===== src/rtl/periph_bus_arbiter.sv =====
// Two-master round-robin arbiter for the peripheral register port.
// Each transaction takes an ISSUE cycle and an ACK cycle. A short bus lock supports read-modify-write.
module periph_bus_arbiter #(
  parameter int ADDR_W   = 16,
  parameter int DATA_W   = 16,
  parameter int LOCK_MAX = 4
) (
  input  logic                  clk,
  input  logic                  rst,
  input  logic                  m0_req,
  input  logic                  m0_lock,
  input  logic [ADDR_W-1:0]     m0_addr,
  input  logic [DATA_W/8-1:0]   m0_bwe,
  input  logic [DATA_W-1:0]     m0_din,
  output logic                  m0_ack,
  output logic [DATA_W-1:0]     m0_dout,
  input  logic                  m1_req,
  input  logic                  m1_lock,
  input  logic [ADDR_W-1:0]     m1_addr,
  input  logic [DATA_W/8-1:0]   m1_bwe,
  input  logic [DATA_W-1:0]     m1_din,
  output logic                  m1_ack,
  output logic [DATA_W-1:0]     m1_dout,
  output logic [ADDR_W-1:0]     s_addr,
  output logic [DATA_W/8-1:0]   s_bwe,
  output logic [DATA_W-1:0]     s_din,
  input  logic [DATA_W-1:0]     s_dout,
  output logic [1:0]            gnt
);

  localparam logic [3:0] LOCK_MAX_C = 4'(LOCK_MAX);

  typedef enum logic [1:0] {IDLE, ISSUE, ACK} state_t;

  state_t     state_q, state_d;
  logic       owner_q, owner_d;
  logic       last_q, last_d;
  logic [3:0] lock_cnt_q, lock_cnt_d;

  logic prev_served, arb_win, own_req, own_lock, oth_req;

  always_ff @(posedge clk) begin
    if (rst) begin
      state_q    <= IDLE;
      owner_q    <= 1'b0;
      last_q     <= 1'b1;
      lock_cnt_q <= '0;
    end else begin
      state_q    <= state_d;
      owner_q    <= owner_d;
      last_q     <= last_d;
      lock_cnt_q <= lock_cnt_d;
    end
  end

  // In ACK, last_q is only written at the edge, so the current owner is the most recently served master.
  always_comb begin
    prev_served = (state_q == ACK) ? owner_q : last_q;
    arb_win     = (m0_req && m1_req) ? ~prev_served : ~m0_req;
    own_req     = owner_q ? m1_req  : m0_req;
    own_lock    = owner_q ? m1_lock : m0_lock;
    oth_req     = owner_q ? m0_req  : m1_req;
  end

  always_comb begin
    state_d    = state_q;
    owner_d    = owner_q;
    last_d     = last_q;
    lock_cnt_d = lock_cnt_q;
    case (state_q)
      IDLE: begin
        if (m0_req || m1_req) begin
          owner_d = arb_win;
          state_d = ISSUE;
        end
      end
      ISSUE: state_d = ACK;
      ACK: begin
        last_d = owner_q;
        if (own_lock && own_req && (!oth_req || lock_cnt_q < LOCK_MAX_C)) begin
          state_d = ISSUE;
          if (lock_cnt_q != 4'hF) lock_cnt_d = lock_cnt_q + 4'd1;
        end else begin
          lock_cnt_d = '0;
          if (m0_req || m1_req) begin
            owner_d = arb_win;
            state_d = ISSUE;
          end else begin
            state_d = IDLE;
          end
        end
      end
      default: state_d = IDLE;
    endcase
  end

  always_comb begin
    s_addr  = '0;
    s_bwe   = '0;
    s_din   = '0;
    gnt     = 2'b00;
    m0_ack  = 1'b0;
    m1_ack  = 1'b0;
    m0_dout = '0;
    m1_dout = '0;
    if (state_q == ISSUE || state_q == ACK) begin
      s_addr = owner_q ? m1_addr : m0_addr;
      s_din  = owner_q ? m1_din  : m0_din;
      gnt    = owner_q ? 2'b10   : 2'b01;
    end
    if (state_q == ISSUE) begin
      s_bwe = owner_q ? m1_bwe : m0_bwe;
    end
    if (state_q == ACK) begin
      if (owner_q) begin
        m1_ack  = 1'b1;
        m1_dout = s_dout;
      end else begin
        m0_ack  = 1'b1;
        m0_dout = s_dout;
      end
    end
  end

endmodule


===== config.mk =====
export PLATFORM = sky130hd
export DESIGN_NAME = periph_bus_arbiter
export DESIGN_NICKNAME = d
export VERILOG_FILES = /design/src/rtl/periph_bus_arbiter.sv
export SDC_FILE = /design/constraint.sdc
export NUM_CORES = 1
export LEC_CHECK = 0
export ABC_CLOCK_PERIOD_IN_PS = 2000
export CORE_MARGIN = 4
export CORE_UTILIZATION = 27
export DETAILED_ROUTE_END_ITERATION = 7
export PLACE_DENSITY_LB_ADDON = 0.12
export SYNTH_ARGS = -nofsm -noshare
export SYNTH_HDL_FRONTEND = slang
export SYNTH_SLANG_ARGS = --single-unit

===== constraint.sdc =====
create_clock -name clk -period 2 [get_ports clk]
set_input_delay 0.5 -clock clk [delete_from_list [all_inputs] [get_ports clk]]
set_output_delay 0.5 -clock clk [all_outputs]
set_load 0.02 [all_outputs]

* Yosys cells after proc, flatten, opt, wreduce, memory -nomap -nowiden
Cells that the tools add are included.
** Operators by class
- Magnitude comparators :: 1
- Reduce and logical (&&, ||, !) cells :: 11
- Equality and inequality tests :: 6
- Bitwise logic cells :: 2
- Mux-type cells :: 30
- Add/sub/neg operators :: 1
** Operators by type and width (number)
- 16-bit two-way mux :: 8
- 1-bit two-way mux :: 13
- 2-bit two-way mux :: 5
- 4-bit two-way mux :: 2
- 2-bit case mux with 3 select lines :: 1
- 4-bit by 1-bit adder with 4-bit output (second input constant) :: 1
- 4-bit by 3-bit < comparator with 1-bit output (second input constant) :: 1
- 2-bit != test (second input constant) :: 2
- 4-bit != test (second input constant) :: 1
- 2-bit AND reduction :: 2
- 1-bit logical AND :: 3
- 1-bit logical OR :: 3
- 2-bit by 1-bit equality test with 1-bit output (second input constant) :: 1
- 2-bit equality test (second input constant) :: 1
- 2-bit logical NOT :: 1
- 2-bit by 1-bit != test with 1-bit output (second input constant) :: 1
- 1-bit inverter :: 2
- 1-bit case mux with 2 select lines :: 1
- 2-bit nonzero test :: 1
- 1-bit logical NOT :: 1
** Storage, ports and cells
- Output and inout port bits :: 70
- Bits in registers :: 8
- Word-level logic and storage cells :: 55

* Longest topological paths before layout
Gate-level depths: netlist of the first run.
- Word-level depth :: 7
- Mapped depth :: 6
- Gate-level depth less buffers :: 6

* Worst setup path before layout of the first run
OpenSTA, ideal clock, no wires.
- Kind :: register to output
- Start point :: reg state_q[0]
- End point :: out m0_dout[10]
- Data required time :: 1.500 ns
- Data arrival time :: 1.421 ns
- Setup slack :: 0.079 ns
- Cell stages (with the launch flop) :: 6
- Path through :: dfxtp_1 > inv_1 > ha_1 > clkbuf_1 > clkbuf_1 > and3_1
** On the way
- Word-level cells in the longest chain between the ends :: 2
** RTL lines
- start: declaration :: line 35 : state_t state_q, state_d;
- start signal: assignment :: line 49 : state_q <= state_d;
- 2-bit equality test :: line 114 : if (state_q == ACK) begin
- 16-bit two-way mux :: line 114
- end: declaration :: line 16 : output logic [DATA_W-1:0] m0_dout,
Every way passes these cells.

* Worst setup path after layout of the first run
- Start point :: reg state_q[1]
- End point :: out m1_dout[2]
** On the way
- Word-level cells in the longest chain between the ends :: 2
** RTL lines
- 2-bit equality test :: line 114
- 16-bit two-way mux :: line 114
- end: declaration :: line 23 : output logic [DATA_W-1:0] m1_dout,
Every way passes these cells.

==> results.sh, run 1 <==
export IMPL_layout_common_cells="clkdlybuf4s50_1, buf_2, nor2b_1"
export IMPL_core_area_um2=4790
export IMPL_clockRootBuffer="clkbuf_8"
export IMPL_multi_input_area_um2=1130
export IMPL_hold_class="flip-flop to flip-flop"
export IMPL_r2r_start="state_q[1]"
export IMPL_timing_final_crit_share_pct=97.6
export IMPL_mappedNetlistArea_um2=1360
export IMPL_drt_wl_total_mm=6.07
export IMPL_viasPerCell=4.57
export IMPL_clock_path_buffers=2
export IMPL_antenna_found_initial=0
export IMPL_drtAntennaViolNets=0
export IMPL_rows=25
export IMPL_antenna_cells=0
export IMPL_dr_wl_met3_um=554
export IMPL_crit_required_ns=1.50
export IMPL_track_usage_pct=18.4
export IMPL_dp_hpwl_mm=4.99
export IMPL_p_leak_nw=1.39
export IMPL_slew_violations=0
export IMPL_clk_latency_ns=0.23
export IMPL_post_cts_buffers=0
export IMPL_peakVddDrop_v=0.000227
export IMPL_place_ws_ns=-0.295
export IMPL_gp_congestion=0.821
export IMPL_cts_tree="yes"
export IMPL_seq_power_share_pct=12.8
export IMPL_clk_pin_slew_worst_paths_ns=0.04
export IMPL_die_area_um2=6220
export IMPL_met2_length_mm=3.22
export IMPL_min_delay_start="lock_cnt_q[0]"
export IMPL_areaGrowthSynthToFinish_pct=125
export IMPL_overflow=0
export IMPL_start_util_pct=28.3
export IMPL_tightest_slew_ns=0.372
export IMPL_pwr_share_comb_pct=73.6
export IMPL_synthCells=178
export IMPL_clock_sinks=8
export IMPL_nNetsFinal=441
export IMPL_cts_made_buffers=3
export IMPL_synth_async_reset_ratio_pct=0
export IMPL_vias=1872
export IMPL_power_density_nw_per_um2=480
export IMPL_clock_fmax_ghz=0.513
export IMPL_p_clk_share_pct=13.6
export IMPL_die_height_um=78.8
export IMPL_die_x_um=78.8
export IMPL_intPower_uw=855
export IMPL_startpoint_type="flip-flop"
export IMPL_outcome="complete, no violations"
export IMPL_hold_viol=0
export IMPL_cp_startpoint="state_q[1]"
export IMPL_end_kind="primary output"
export IMPL_worstPathArrival_ns=1.45
export IMPL_yosys_register_bits=8
export IMPL_routedLengthMet1_mm=2.24
export IMPL_fin_util_pct=63.7
export IMPL_rsz0062_at_grt="false"
export IMPL_ys_flop_type="dfxtp_1"
export IMPL_crit_fanout=17
export IMPL_synth_nets=274
export IMPL_finalWorstSetupSlack_ns=0.0488
export IMPL_max_slew_margin_pct=75.2
export IMPL_power_switching_uw=609
export IMPL_top_layer_used="met4"
export IMPL_yosysWarnings=0
export IMPL_final_common_cell="clkdlybuf4s50_1"
export IMPL_synth_edff_count=0
export IMPL_maxCapViolCount=0
export IMPL_wl_per_cell_um=14.8
export IMPL_drive_above_1_share_pct=28.3
export IMPL_skew_ns=0.00383
export IMPL_swShare_pct=41.6
export IMPL_h_tree_depth=1
export IMPL_path_class="flip-flop to primary output"
export IMPL_setup_violations=0
export IMPL_drtIter0Drc=41
export IMPL_syn_area_per_cell_um2=7.61
export IMPL_yosysSeqAreaShare_pct=11.8
export IMPL_regArea_um2=161
export IMPL_nFillCells=445
export IMPL_io_pins=160
export IMPL_first_pass_iters=4
export IMPL_min_period_ns=1.95
export IMPL_grt_pass1_vias=1907
export IMPL_grt_pass1_wl_mm=9.28
export IMPL_io_buffers=159
export IMPL_grt_max_degree=39
export IMPL_drc_errors=0
export IMPL_synth_cell_types=33
critical path, stage by stage (launching register included):
cell and delay [ns]:
dfxtp_1 0.31, buf_4 0.15, ha_4 0.17, clkbuf_16 0.17, and3_1 0.16, clkdlybuf4s15_2 0.25
cell usage after synthesis, types with 2 or more instances:
master / count / area share (%)
nand3b_1: 2 / 1.1
and3_1: 33 / 15
nor3_1: 2 / 0.74
nand3_1: 2 / 0.74
buf_2: 3 / 1.1
nand2_1: 5 / 1.4
a21oi_1: 3 / 1.1
nor2b_1: 36 / 17
dfxtp_1: 8 / 12
and2_1: 2 / 0.92
inv_1: 6 / 1.7
ha_1: 6 / 5.5
nor2_1: 4 / 1.1
mux2i_1: 34 / 25
o21ai_0: 3 / 1.1
o32ai_1: 2 / 1.3
clkbuf_1: 11 / 3.0
final timing paths:
path	slack, ns	cells after the start	endpoint
max	0.05	5	m1_dout[2]
min	0.54	1	lock_cnt_q[0]
max reg2reg	0.19	7	owner_q
min reg2reg	0.54	1	lock_cnt_q[0]
through the flow:
| step | power [mW] | cells | hold slack (ns) | setup TNS (ns) | instance area, um2 |
|---|---|---|---|---|---|
| 6_report | 1.46 | 410 | 0.536 | 0 | 3050 |
| 5_1_grt | 1.56 | 410 | 0.538 | 0 | 3050 |
| 4_1_cts | 1.46 | 409 | 0.531 | 0 | 3060 |
| 3_5_place_dp | 1.37 | 406 | 0.524 | -16.56 | 3140 |
| 3_3_place_gp | 1.36 | 406 | 0.514 | -16.03 | 3140 |
| 2_1_floorplan | 0.768 | 178 | 0.476 | 0 | 1360 |
registers in the layout, summed over array words and instances (netlist names):
signal,count
last_q,1
lock_cnt_q,4
owner_q,1
state_q,2
timing repair:
action / CTS / global route
endpoints found under the setup margin: 70 / 36
gates cloned: 0 / 1
resized for setup: 238 / 19
hold buffers: 0 / 0
cells by family after synthesis:
group           Yosys count  share of synthesized area [%]
compound gates           17                           9.88
fa+ha+maj                 6                           5.54
simple gates             92                           41.0
mux                      34                           25.1
flops                     8                           11.8
buf+inv                  21                           6.65
cell type report:
cell class              count  area share [%]
well taps                  67            2.75
multi-input cells         149            37.1
flip-flops and latches      8            5.30
repair buffers            177            52.7
clock buffers               3            1.35
inverters                   6           0.862
power by group through the flow:
stage / Sequential [mW] / Clock [mW] / Combinational [mW]
2_1_floorplan: 0.181 / 0 / 0.587
3_3_place_gp: 0.186 / 0 / 1.18
3_5_place_dp: 0.186 / 0 / 1.18
4_1_cts: 0.184 / 0.200 / 1.08
5_1_grt: 0.188 / 0.211 / 1.16
6_report: 0.187 / 0.199 / 1.08
metal layers:
| layer | vias to the layer above | GRT usage (%) |
|---|---|---|
| met3 | 8 | 7.03 |
| met4 | 0 | 3.95 |
| met2 | 78 | 34.7 |
| met1 | 821 | 19.2 |
| met5 | - | 0 |
| li1 | 965 | - |
No activity file was read; power rests on OpenSTA's default activity.
==> run 2, diff against run 1 <==
CORE_AREA = 4 4 60 62   (was not set)
CORE_MARGIN = not set   (was 4)
CORE_UTILIZATION = not set   (was 27)
DIE_AREA = 0 0 64 66   (was not set)
DONT_BUFFER_PORTS = 1   (was not set)
==> run 2 against run 1 <==
  * Register-to-register slack better by 0.17 ns
  * Sequential power is 5% higher
  * Total power is 14% lower
  * Non-clock buffer count is 134 lower
  * Combinational power is 15% lower
  * Sequential cell count stayed put
  * Routed wire length is 23% lower
==> results.sh, run 2 (synthesis gave the netlist of run 1 again) <==
export IMPL_h_tree_depth=1
export IMPL_drt_wl_total_mm=4.66
export IMPL_worstPathArrival_ns=1.45
export IMPL_clock_sinks=8
export IMPL_grt_max_degree=40
export IMPL_grt_pass1_wl_mm=6.37
export IMPL_min_period_ns=1.95
export IMPL_maxCapViolCount=0
export IMPL_start_util_pct=44.8
export IMPL_clock_fmax_ghz=0.513
export IMPL_hold_class="input port to flip-flop"
export IMPL_drive_above_1_share_pct=30.1
export IMPL_nNetsFinal=307
export IMPL_antenna_cells=0
export IMPL_track_usage_pct=18.6
export IMPL_power_density_nw_per_um2=690
export IMPL_clockRootBuffer="clkbuf_4"
export IMPL_largest_register_ff_count=4
export IMPL_clk_latency_ns=0.27
export IMPL_fin_total_pwr_mw=1.25
export IMPL_gp_congestion=0.842
export IMPL_p_leak_nw=0.859
export IMPL_io_buffers=0
export IMPL_cts_hold_fix_buffers=0
export IMPL_tightest_slew_ns=0.407
export IMPL_antenna_found_initial=0
export IMPL_peakVddDrop_v=0.000342
export IMPL_finalWorstSetupSlack_ns=0.0493
export IMPL_regMostFlops="lock_cnt_q"
export IMPL_setup_violations=0
export IMPL_drtIter0Drc=73
export IMPL_drc_errors=0
export IMPL_dp_cells=247
export IMPL_overflow=0
export IMPL_wl_per_cell_um=18.4
export IMPL_first_pass_iters=4
export IMPL_dp_hpwl_mm=3.61
export IMPL_rows=20
export IMPL_cts_made_buffers=3
export IMPL_vias=1463
export IMPL_viasPerCell=5.78
export IMPL_slew_violations=0
export IMPL_outcome="complete, no violations"
export IMPL_path_class="flip-flop to primary output"
export IMPL_hold_viol=0
export IMPL_core_area_um2=3030
export IMPL_startpoint_type="flip-flop"
export IMPL_crit_required_ns=1.50
export IMPL_io_pins=160
export IMPL_die_area_um2=4220
export IMPL_layout_common_cells="buf_4, mux2i_1, nor2b_1"
export IMPL_grt_pass1_vias=1383
export IMPL_cts_tree="yes"
export IMPL_end_kind="primary output"
export IMPL_fin_util_pct=60.0
export IMPL_clock_path_buffers=2
export IMPL_final_common_cell="buf_4"
export IMPL_clk_pin_slew_worst_paths_ns=0.06
export IMPL_timing_final_crit_share_pct=97.5
export IMPL_reg_largest_list="lock_cnt_q x4, state_q x2"
export IMPL_place_ws_ns=0.213
export IMPL_drtAntennaViolNets=0
export IMPL_die_x_um=64
export IMPL_fin_cells=253
export IMPL_die_height_um=66
export IMPL_skew_ns=0.00297
export IMPL_crit_fanout=17
export IMPL_areaGrowthSynthToFinish_pct=34.2
export IMPL_max_slew_margin_pct=72.9
[run 2: cell count changes in the layout (fill, tap and decap cells not counted), sizes merged]
cell and delta:
clkdlybuf4s50 -89, clkdlybuf4s15 -25, buf -16, clkbuf -4, clkinvlp -1, inv +1
[run 2: final timing paths]
kind                               startpoint            end  cells past startpoint  slack [ns]
worst min-delay path                      rst     state_q[0]                      1        0.29
worst max register to register        owner_q  lock_cnt_q[1]                      5        0.36
worst min register to register  lock_cnt_q[0]  lock_cnt_q[0]                      1        0.52
worst max-delay path               state_q[1]       s_din[9]                      5        0.05
[run 2: through the flow]
stage | TNS, ns | hold WS (ns) | cell area [um2]
2_1_floorplan | 0 | 0.476 | 1360
3_3_place_gp | 0 | 0.497 | 1680
3_5_place_dp | 0 | 0.513 | 1680
4_1_cts | -0.0796 | 0.283 | 1720
5_1_grt | -0.0123 | 0.277 | 1820
6_report | 0 | 0.292 | 1820
[run 2: per-layer routing]
metal,routed length [um],vias to the layer above,GRT usage (%)
li1,-,692,-
met1,1630,676,18.7
met2,2490,87,35.2
met3,461,8,6.29
met4,69,0,6.47
met5,0,-,0
[run 2: critical path: stages, from the launching register on]
cell and delay, ns:
dfxtp_4 0.38, inv_2 0.07, ha_4 0.29, clkbuf_16 0.16, nor2b_1 0.13, buf_4 0.15
[run 2: area by class of cell]
type | instances | area (um2)
clock buffers | 3 | 22.5
multi-input cells | 149 | 1150
flip-flops and latches | 8 | 169
repair buffers | 43 | 403
fillers | 270 | 1210
inverters | 6 | 22.5
well taps | 44 | 55.1
[run 2: power breakdown]
group	switching (mW)	internal, mW	leakage [nW]	total (mW)
clock	0.0664	0.0695	0.0138	0.136
sequential	0.0223	0.173	0.0668	0.196
combinational	0.483	0.439	0.778	0.922
[run 2: timing repair]
item                                    CTS  global route
gates cloned                              0             2
endpoints found under the setup margin   53            67
buffers inserted                          0             1
gates resized for setup                   6            13
==> run 3, diff against run 2 <==
GPL_ROUTABILITY_DRIVEN = 0   (was not set)
==> results of run 3 <==
The final DEF is identical to that of run 2; final timing and power are the same.
